## config.mk

```make
export PLATFORM = sky130hd
export DESIGN_NAME = neuron_mac
export DESIGN_NICKNAME = d
export VERILOG_FILES = /design/src/rtl/neuron_pkg.sv /design/src/rtl/neuron_mac_step.sv /design/src/rtl/neuron_mac.sv
export SDC_FILE = /design/constraint.sdc
export NUM_CORES = 1
export LEC_CHECK = 0
export BUFFER_PORTS_ARGS = -buffer_cell sky130_fd_sc_hd__buf_2
export CORE_ASPECT_RATIO = 1.4
export CORE_MARGIN = 2
export CORE_UTILIZATION = 25
export DETAILED_ROUTE_END_ITERATION = 8
export SLEW_MARGIN = 20
export SYNTH_ARGS = -nofsm -noshare
export SYNTH_HDL_FRONTEND = slang
export SYNTH_SLANG_ARGS = --single-unit
```

## constraint.sdc

```tcl
create_clock -name clk_i -period 5.4 [get_ports clk_i]
set_input_delay 0 -clock clk_i [delete_from_list [all_inputs] [get_ports clk_i]]
set_output_delay 0 -clock clk_i [all_outputs]
set_load 0.02 [all_outputs]
```

## src/rtl/neuron_pkg.sv

```systemverilog
// Shared types and constants for the sequential 8-input neuron.
package neuron_pkg;

    localparam int NUM_LANES    = 8;
    localparam int WIDTH_D      = 4;
    localparam int IN_WIDTH_D   = 4;
    localparam int ACC_WIDTH_D  = 11;

    typedef enum logic [1:0] {
        IDLE = 2'd0,
        MAC  = 2'd1,
        DONE = 2'd2
    } state_t;

    // Largest value an unsigned accumulator of width w can hold.
    function automatic int unsigned sat_max(input int unsigned w);
        return (w >= 32) ? 32'hFFFF_FFFF : ((32'd1 << w) - 32'd1);
    endfunction

endpackage

```

## src/rtl/neuron_mac_step.sv

```systemverilog
// One multiply-accumulate step: acc + w*a, clamped to the accumulator range.
module mac_step
    import neuron_pkg::*;
#(
    parameter int WIDTH_P     = WIDTH_D,
    parameter int IN_WIDTH_P  = IN_WIDTH_D,
    parameter int ACC_WIDTH_P = ACC_WIDTH_D
) (
    input  logic [ACC_WIDTH_P-1:0] acc,
    input  logic [WIDTH_P-1:0]     w,
    input  logic [IN_WIDTH_P-1:0]  a,
    output logic [ACC_WIDTH_P-1:0] acc_next,
    output logic                   sat
);

    localparam int PROD_W = WIDTH_P + IN_WIDTH_P;
    // One spare bit above the wider operand so the carry-out is never lost.
    localparam int SUM_W  = ((ACC_WIDTH_P > PROD_W) ? ACC_WIDTH_P : PROD_W) + 1;

    logic [PROD_W-1:0] prod;
    logic [SUM_W-1:0]  sum;

    // Exact unsigned product and sum, then clamp on any bit above the accumulator.
    always_comb begin
        prod     = PROD_W'(w) * PROD_W'(a);
        sum      = SUM_W'(acc) + SUM_W'(prod);
        sat      = |sum[SUM_W-1:ACC_WIDTH_P];
        acc_next = sat ? {ACC_WIDTH_P{1'b1}} : sum[ACC_WIDTH_P-1:0];
    end

endmodule

```

## src/rtl/neuron_mac.sv

```systemverilog
// Sequential 8-input neuron: snapshots weights/activations/threshold on start,
// runs one saturating MAC per cycle over lanes 0..7, then holds the result
// behind a valid/ready handshake.
module neuron_mac
    import neuron_pkg::*;
#(
    parameter int WIDTH_P     = WIDTH_D,
    parameter int IN_WIDTH_P  = IN_WIDTH_D,
    parameter int ACC_WIDTH_P = ACC_WIDTH_D
) (
    input  logic                            clk_i,
    input  logic                            rst_i,
    input  logic                            start_i,
    output logic                            start_ready_o,
    input  logic [WIDTH_P-1:0]              weight_0,
    input  logic [WIDTH_P-1:0]              weight_1,
    input  logic [WIDTH_P-1:0]              weight_2,
    input  logic [WIDTH_P-1:0]              weight_3,
    input  logic [WIDTH_P-1:0]              weight_4,
    input  logic [WIDTH_P-1:0]              weight_5,
    input  logic [WIDTH_P-1:0]              weight_6,
    input  logic [WIDTH_P-1:0]              weight_7,
    input  logic [NUM_LANES*IN_WIDTH_P-1:0] act_i,
    input  logic [ACC_WIDTH_P-1:0]          threshold_i,
    output logic [ACC_WIDTH_P-1:0]          sum_o,
    output logic                            fire_o,
    output logic                            valid_o,
    input  logic                            ready_i
);

    localparam int IDX_W = $clog2(NUM_LANES);
    localparam logic [IDX_W-1:0]       LAST_IDX = IDX_W'(NUM_LANES - 1);
    localparam logic [ACC_WIDTH_P-1:0] ACC_MAX  = ACC_WIDTH_P'(sat_max(ACC_WIDTH_P));

    state_t                                state;
    logic [IDX_W-1:0]                      index;
    logic [ACC_WIDTH_P-1:0]                acc;
    logic                                  sat_q;
    logic [NUM_LANES-1:0][WIDTH_P-1:0]     w_in;
    logic [NUM_LANES-1:0][WIDTH_P-1:0]     w_q;
    logic [NUM_LANES-1:0][IN_WIDTH_P-1:0]  a_q;
    logic [ACC_WIDTH_P-1:0]                thr_q;

    logic [WIDTH_P-1:0]                    w_cur;
    logic [IN_WIDTH_P-1:0]                 a_cur;
    logic [ACC_WIDTH_P-1:0]                step_acc;
    logic                                  step_sat;
    logic [ACC_WIDTH_P-1:0]                acc_nxt;

    assign w_in = {weight_7, weight_6, weight_5, weight_4,
                   weight_3, weight_2, weight_1, weight_0};

    // Select the lane being accumulated this cycle; a sticky saturation
    // flag pins the accumulator at full scale once it has overflowed.
    always_comb begin
        w_cur   = w_q[index];
        a_cur   = a_q[index];
        acc_nxt = (sat_q || step_sat) ? ACC_MAX : step_acc;
    end

    mac_step #(
        .WIDTH_P     (WIDTH_P),
        .IN_WIDTH_P  (IN_WIDTH_P),
        .ACC_WIDTH_P (ACC_WIDTH_P)
    ) u_step (
        .acc      (acc),
        .w        (w_cur),
        .a        (a_cur),
        .acc_next (step_acc),
        .sat      (step_sat)
    );

    // Control FSM with snapshot registers and registered handshake outputs.
    always_ff @(posedge clk_i) begin
        if (rst_i) begin
            state         <= IDLE;
            index         <= '0;
            acc           <= '0;
            sat_q         <= 1'b0;
            w_q           <= '0;
            a_q           <= '0;
            thr_q         <= '0;
            sum_o         <= '0;
            fire_o        <= 1'b0;
            valid_o       <= 1'b0;
            start_ready_o <= 1'b1;
        end else begin
            case (state)
                IDLE: begin
                    if (start_i && start_ready_o) begin
                        w_q           <= w_in;
                        a_q           <= act_i;
                        thr_q         <= threshold_i;
                        acc           <= '0;
                        sat_q         <= 1'b0;
                        index         <= '0;
                        start_ready_o <= 1'b0;
                        state         <= MAC;
                    end
                end
                MAC: begin
                    acc   <= acc_nxt;
                    sat_q <= sat_q | step_sat;
                    index <= index + 1'b1;
                    if (index == LAST_IDX) begin
                        sum_o   <= acc_nxt;
                        fire_o  <= (acc_nxt >= thr_q);
                        valid_o <= 1'b1;
                        state   <= DONE;
                    end
                end
                DONE: begin
                    // Result held until consumed; start requests are dropped here.
                    if (ready_i) begin
                        valid_o       <= 1'b0;
                        start_ready_o <= 1'b1;
                        state         <= IDLE;
                    end
                end
                default: begin
                    state         <= IDLE;
                    valid_o       <= 1'b0;
                    start_ready_o <= 1'b1;
                end
            endcase
        end
    end

endmodule

```

# Yosys cells after proc, flatten, opt, wreduce, memory -nomap -nowiden
# Index checks and enable logic that the tools add are counted.
# word_totals
reg_bits	106
latchBits	0
mem_bits_rw	0
rom_bits	0
input_bits	79
output_inout_bits	14
elab_cells	70
memories	0
# classes
addsub	2
mul	1
div_mod_pow	0
magnitude_cmp	2
eq_ne	6
shift	0
n_mux	21
n_bitwise	3
reduce_logical	10
# ops
op	n
two-way mux 11 bit	3
binary-select mux 4 bit (select 3 bit)	2
case mux 11 bit (2 select lines)	1
adder 11 x 8 -> 12 bit	1
>= comparator 11 bit	1
AND reduction 3 bit	3
multiplier 4 x 4 -> 8 bit	1
two-way mux 4 bit	2
two-way mux 2 bit	3
!= test 2 bit (second input constant)	3
case mux 1 bit (3 select lines)	2
case mux 2 bit (3 select lines)	1
case mux 3 bit (2 select lines)	1
AND reduction 2 bit	3
< comparator 3 x 4 -> 1 bit (second input constant)	1
two-way mux 1 bit	4
adder 3 x 1 -> 3 bit (second input constant)	1
equality test 3 bit (second input constant)	1
two-way mux 3 bit	1
equality test 2 x 1 -> 1 bit (second input constant)	1
equality test 2 bit (second input constant)	1
logical NOT 2 bit	1
inverter 1 bit	2
case mux 1 bit (2 select lines)	1
4 further kinds	4

# Longest topological paths before layout
# depth
word_depth	7
mapped_depth	23
mapped_depth_nobuf	21

# By module
# A second synthesis with hierarchy kept.
# hier_totals
hier_cells	677
area_unflattened_um2	5566.6
# by_module_without_submodules
mod	n_inst	cells_each	area_per_inst_um2	seq_area_each_um2
neuron_mac	1	550	4553.1	2122.0
mac_step	1	127	1013.5	0.0

# Worst setup path before layout
# Ideal clock, no wire load.
# synth_timing
path_type	register -> register
from	register index[0]
to	register fire_o
arrival_ps	5208
t_required_ps	5272
path_slack_ps	64
path_stages_with_launch	20
n_path_buf	2
path_cell_list	dfxtp_1 -> buf_2 -> buf_4 -> mux4_2 -> mux2i_1 -> or2_2 -> fa_1 -> fa_1 -> fa_1 -> inv_1 -> ha_1 -> nor2b_1 -> a311o_1 -> a41oi_2 -> mux2i_1 -> nand2_1 -> ha_1 -> nor2b_1 -> o31ai_1 -> o21ai_0
# synth_via
elab_chain_cells	7
# synth_lines
item	line	source
from (decl)	neuron_mac.sv:36	logic [IDX_W-1:0] index;
from (signal assigned)	neuron_mac.sv:104	index <= index + 1'b1;
binary-select mux 4 bit (select 3 bit), on equally long branches	neuron_mac.sv:56, neuron_mac.sv:57	
two-way mux 4 bit, on equally long branches	neuron_mac.sv:56, neuron_mac.sv:57	
multiplier 4 x 4 -> 8 bit (*)	neuron_mac_step.sv:25	prod = PROD_W'(w) * PROD_W'(a);
adder 11 x 8 -> 12 bit (*)	neuron_mac_step.sv:26	sum = SUM_W'(acc) + SUM_W'(prod);
two-way mux 11 bit / logical OR 1 bit (equally long branches)	neuron_mac_step.sv:28, neuron_mac.sv:58	
two-way mux 11 bit (*)	neuron_mac.sv:58	acc_nxt = (sat_q || step_sat) ? ACC_MAX : step_acc;
via acc_nxt[10]	neuron_mac.sv:48	logic [ACC_WIDTH_P-1:0] acc_nxt;
>= comparator 11 bit (*)	neuron_mac.sv:107	fire_o <= (acc_nxt >= thr_q);
to (signal assigned)	neuron_mac.sv:107	
to (decl)	neuron_mac.sv:26	output logic fire_o,
# The timed path passes the listed nets; every way through them passes the cells marked *. The select of a mux whose other input is x is not followed.
# A chain may end at the register's enable or synchronous reset.

# Worst setup path after layout
# Ends and elaborated chain as after synthesis.

==> metrics.md <==
| Metric | Value |
|---|---|
| Status | finished clean |
| Placed Area | 0.00620 mm^2 |
| Slew headroom | 0.504 |
| Synth Warn # | 0 |
| First-pass GRT wire length | 24.3 mm |
| Worst R2R Setup Slack | 0.18 ns |
| CTS tree | built |
| Slew Viols, Final | 0 |
| Vias in the first global route | a little over 5000 |
| Combinational group share of total power | 0.173 |
| Max Freq | 0.192 GHz |
| Grt ovf | 0 |
| Metal2 WL | around 8.5 mm |
| Antenna-violating nets left | 0 |
| Hold Path End | start_ready_o |
| GPL Wtd Cong | 0.817 |
| Final setup viols | 0 |
| Final setup TNS | 0 ns |
| Most frequent cells in the layout | nand2_1, dfxtp_1, a21oi_1 |
| Ys async rst share | 0 |
| Core area | 0.0212 mm^2 |
| Diodes inserted | 0 |
| Critical Path Max Stage Delay | 0.58 ns |
| Required time worst endpoint | 5.64 ns |
| Clk buf depth | 2 |
| Sequential share of power | 0.476 |
| Clock network power share | 0.351 |
| Die Y | 178 um |
| CP delay by family, top | adder cells |
| Crit path DAT | approximately 5.5 ns |
| Critical path class | reg -> reg |
| Slew @ Worst Pin | 0.743 ns |
| DIE AREA | 0.0228 mm^2 |
| Top FF cell, synth | dfxtp_1 |
| Clk sinks | 106 |
| Most common cell after layout, fill and taps aside | nand2_1 |
| Skew final | 0.0136 ns |
| Final instance area | 0.00741 mm^2 |
| Part of the cycle the worst path needs | 0.966 |
| Synth-to-layout area growth | 37.5% |
| Antenna violations before repair | 0 |
| Net switching share of the total power | 0.272 |
| Seq/Total Area, Yosys | 0.394 |
| CP endpoint kind | flip-flop |
| Met3 wire len | roughly 290 um |
| Yosys reg bits | roughly 110 |
| CTS root buffer | clkbuf_16 |
| Top routing layer used | met4 |
| Share of layout cells above drive strength 1 | 0.213 |
| Max_cap viols | 0 |
| Port bufs | 92 |
| Per-cell routed wire length | 14.2 um |
| Routed vias/inst | 4.61 |
| Post-synth EDFFs | 0 |
| TritonRoute pass-1 iters | 7 |
| Worst-Skew Late Latency | 0.35 ns |
| Worst setup path startpoint | index[0] |
| Worst-path cell chain | buf_12 > buf_4 > mux4_2 > mux2i_2 > or2_2 > fa_1 > fa_2 > fa_1 > inv_1 > ha_1 > nor2b_1 > a311o_1 > a41oi_2 > mux2i_1 > nand2_1 > ha_1 > nor2b_1 > o31ai_1 > o21ai_0 |
| Fin util | 0.349 |
| Hold Crit Class | in -> reg |
| Netlist cell types | 48 |
| P_leak | 0.00309 uW |
| Count of final hold-check violations | 0 |
| Post-synthesis cell count | roughly 650 |
| Largest net degree at the start of global routing | 90 |
| WHS | 0.0917 ns |
| Met1 WL | 5.97 mm |
| Routed WL | 15.5 mm |
| Internal Power | 1290 uW |
| Critical Path Slowest Stage Cell | fa_1 |
| Die width | 128 um |
| Syn nets | about 770 |
| WP buf/inv | 3 |
| Worst-path fanout max | 5 |
| Syn_area_per_cell | 8.25 um^2 |
| Mapped Area | 0.00539 mm^2 |
| Max VDD drop | 0.000134 V |
| Final worst path period need | 5.22 ns |
| DR vias | 5007 |
| Final #Nets | 941 |
| Global Route Usage Sum | 0.135 |
| Site row count | 63 |
| H-tree levels | 3 |
| Net Sw Power | 484 uW |
| Hold Crit Start | start_i |
| Worst r2r src | index[0] |
| Startpoint types | flip-flop |
| Fill count | 2167 |
| Final HPWL DP | approximately 11 mm |
| FF-to-FF End | fire_o |
| Pwr dens | approximately 240 mW/mm^2 |
| Reg2reg path depth | 19 |
| DRC viols | 0 |
| Clock transition at path regs | 0.08 ns |
| Hold Crit Depth | 4 |
| Starting Density | 0.254 |
| Iteration-0 DRC Markers | 200 |
| Num CTS Buffers | 9 |
| Top Ports | 93 |
-- power by group through the flow --
stage	combinational (uW)	clock [uW]	sequential (uW)
2_1_floorplan	164	0	855
3_3_place_gp	245	0	863
3_5_place_dp	248	0	864
4_1_cts	290	641	846
5_1_grt	342	670	851
6_report	308	624	846
-- per-stage QoR --
| step | worst slack [ns] | total power, uW | std cells |
|---|---|---|---|
| 2_1_floorplan | 0.0636 | 1020 | 653 |
| 3_3_place_gp | 0.149 | 1110 | 985 |
| 3_5_place_dp | 0.0928 | 1110 | 985 |
| 4_1_cts | 0.0770 | 1780 | 1077 |
| 5_1_grt | -0.00604 | 1860 | 1087 |
| 6_report | 0.182 | 1780 | 1087 |
-- Yosys cell counts (2+ instances only) --
master,number,area share
nor2b_1,5,0.0058
a211oi_1,7,0.0098
clkbuf_1,26,0.018
and2_1,2,0.0023
nand3_1,12,0.011
nand2_1,166,0.12
o21ai_1,3,0.0028
o21a_1,3,0.0042
mux2i_1,10,0.019
or2_2,4,0.0046
buf_2,13,0.012
xor2_1,2,0.0033
buf_1,3,0.0021
nor3_1,7,0.0065
nor2_1,43,0.030
and3_1,2,0.0023
o21ai_0,3,0.0028
nand2b_1,6,0.0070
a21o_1,7,0.0098
a311oi_1,2,0.0033
xnor2_1,3,0.0049
fa_1,9,0.033
mux4_2,16,0.067
nand4_1,3,0.0035
dfxtp_1,106,0.39
inv_1,38,0.026
a21oi_1,101,0.094
ha_1,31,0.072
-- cells by family after synthesis --
logic type,after synthesis,share of synthesized area
AO/OA/AOI/OAI,140,0.152
multiplexers,26,0.0854
flip-flops,106,0.394
XOR/XNOR,5,0.00813
buffers and inverters,82,0.0611
adder cells (fa/ha/maj),40,0.105
AND/OR/NAND/NOR,254,0.194
-- registers in the layout, summed over array words and instances, names as in the netlist --
signal         flops
thr_q             11
w_q               32
acc               11
sum_o             11
a_q               32
valid_o            1
start_ready_o      1
index              3
fire_o             1
state              2
sat_q              1
-- worst max-delay path by stage --
stage          cells after the start     end
2_1_floorplan                     19  fire_o
6_report                          19  fire_o
4_1_cts                           18  fire_o
3_5_place_dp                      18  fire_o
3_3_place_gp                      18  fire_o
5_1_grt                           20  fire_o
-- timing repair --
action	CTS	global route
gates resized for setup	0	12
setup buffers	0	8
setup endpoints to repair	0	1
endpoints found under the hold margin	77	0
hold buffers	76	0
-- final cells by class --
class	instances	area [um^2]	area share
clock buffers	10	229	0.0309
clock inverters	6	50.0	0.00676
inverters	38	143	0.0193
multi-input cells	465	2980	0.402
flip-flops and latches	106	2130	0.287
well taps	260	325	0.0439
repair buffers	202	1550	0.210
-- worst register-to-register path: stages (launching register included) --
cell and delay (ns):
dfxtp_4 0.37, buf_12 0.14, buf_4 0.13, mux4_2 0.34
mux2i_2 0.08, or2_2 0.31, fa_1 0.58, fa_2 0.44
fa_1 0.51, inv_1 0.04, ha_1 0.33, nor2b_1 0.17
a311o_1 0.32, a41oi_2 0.28, mux2i_1 0.28, nand2_1 0.09
ha_1 0.29, nor2b_1 0.13, o31ai_1 0.17, o21ai_0 0.11
-- per-layer routing --
metal | up-vias | global-route usage
li1 | 2531 | -
met1 | 2338 | 0.139
met2 | 93 | 0.258
met3 | 45 | 0.0187
met4 | 0 | 0.0810
met5 | - | 0
(Power assumes the default switching activity.)
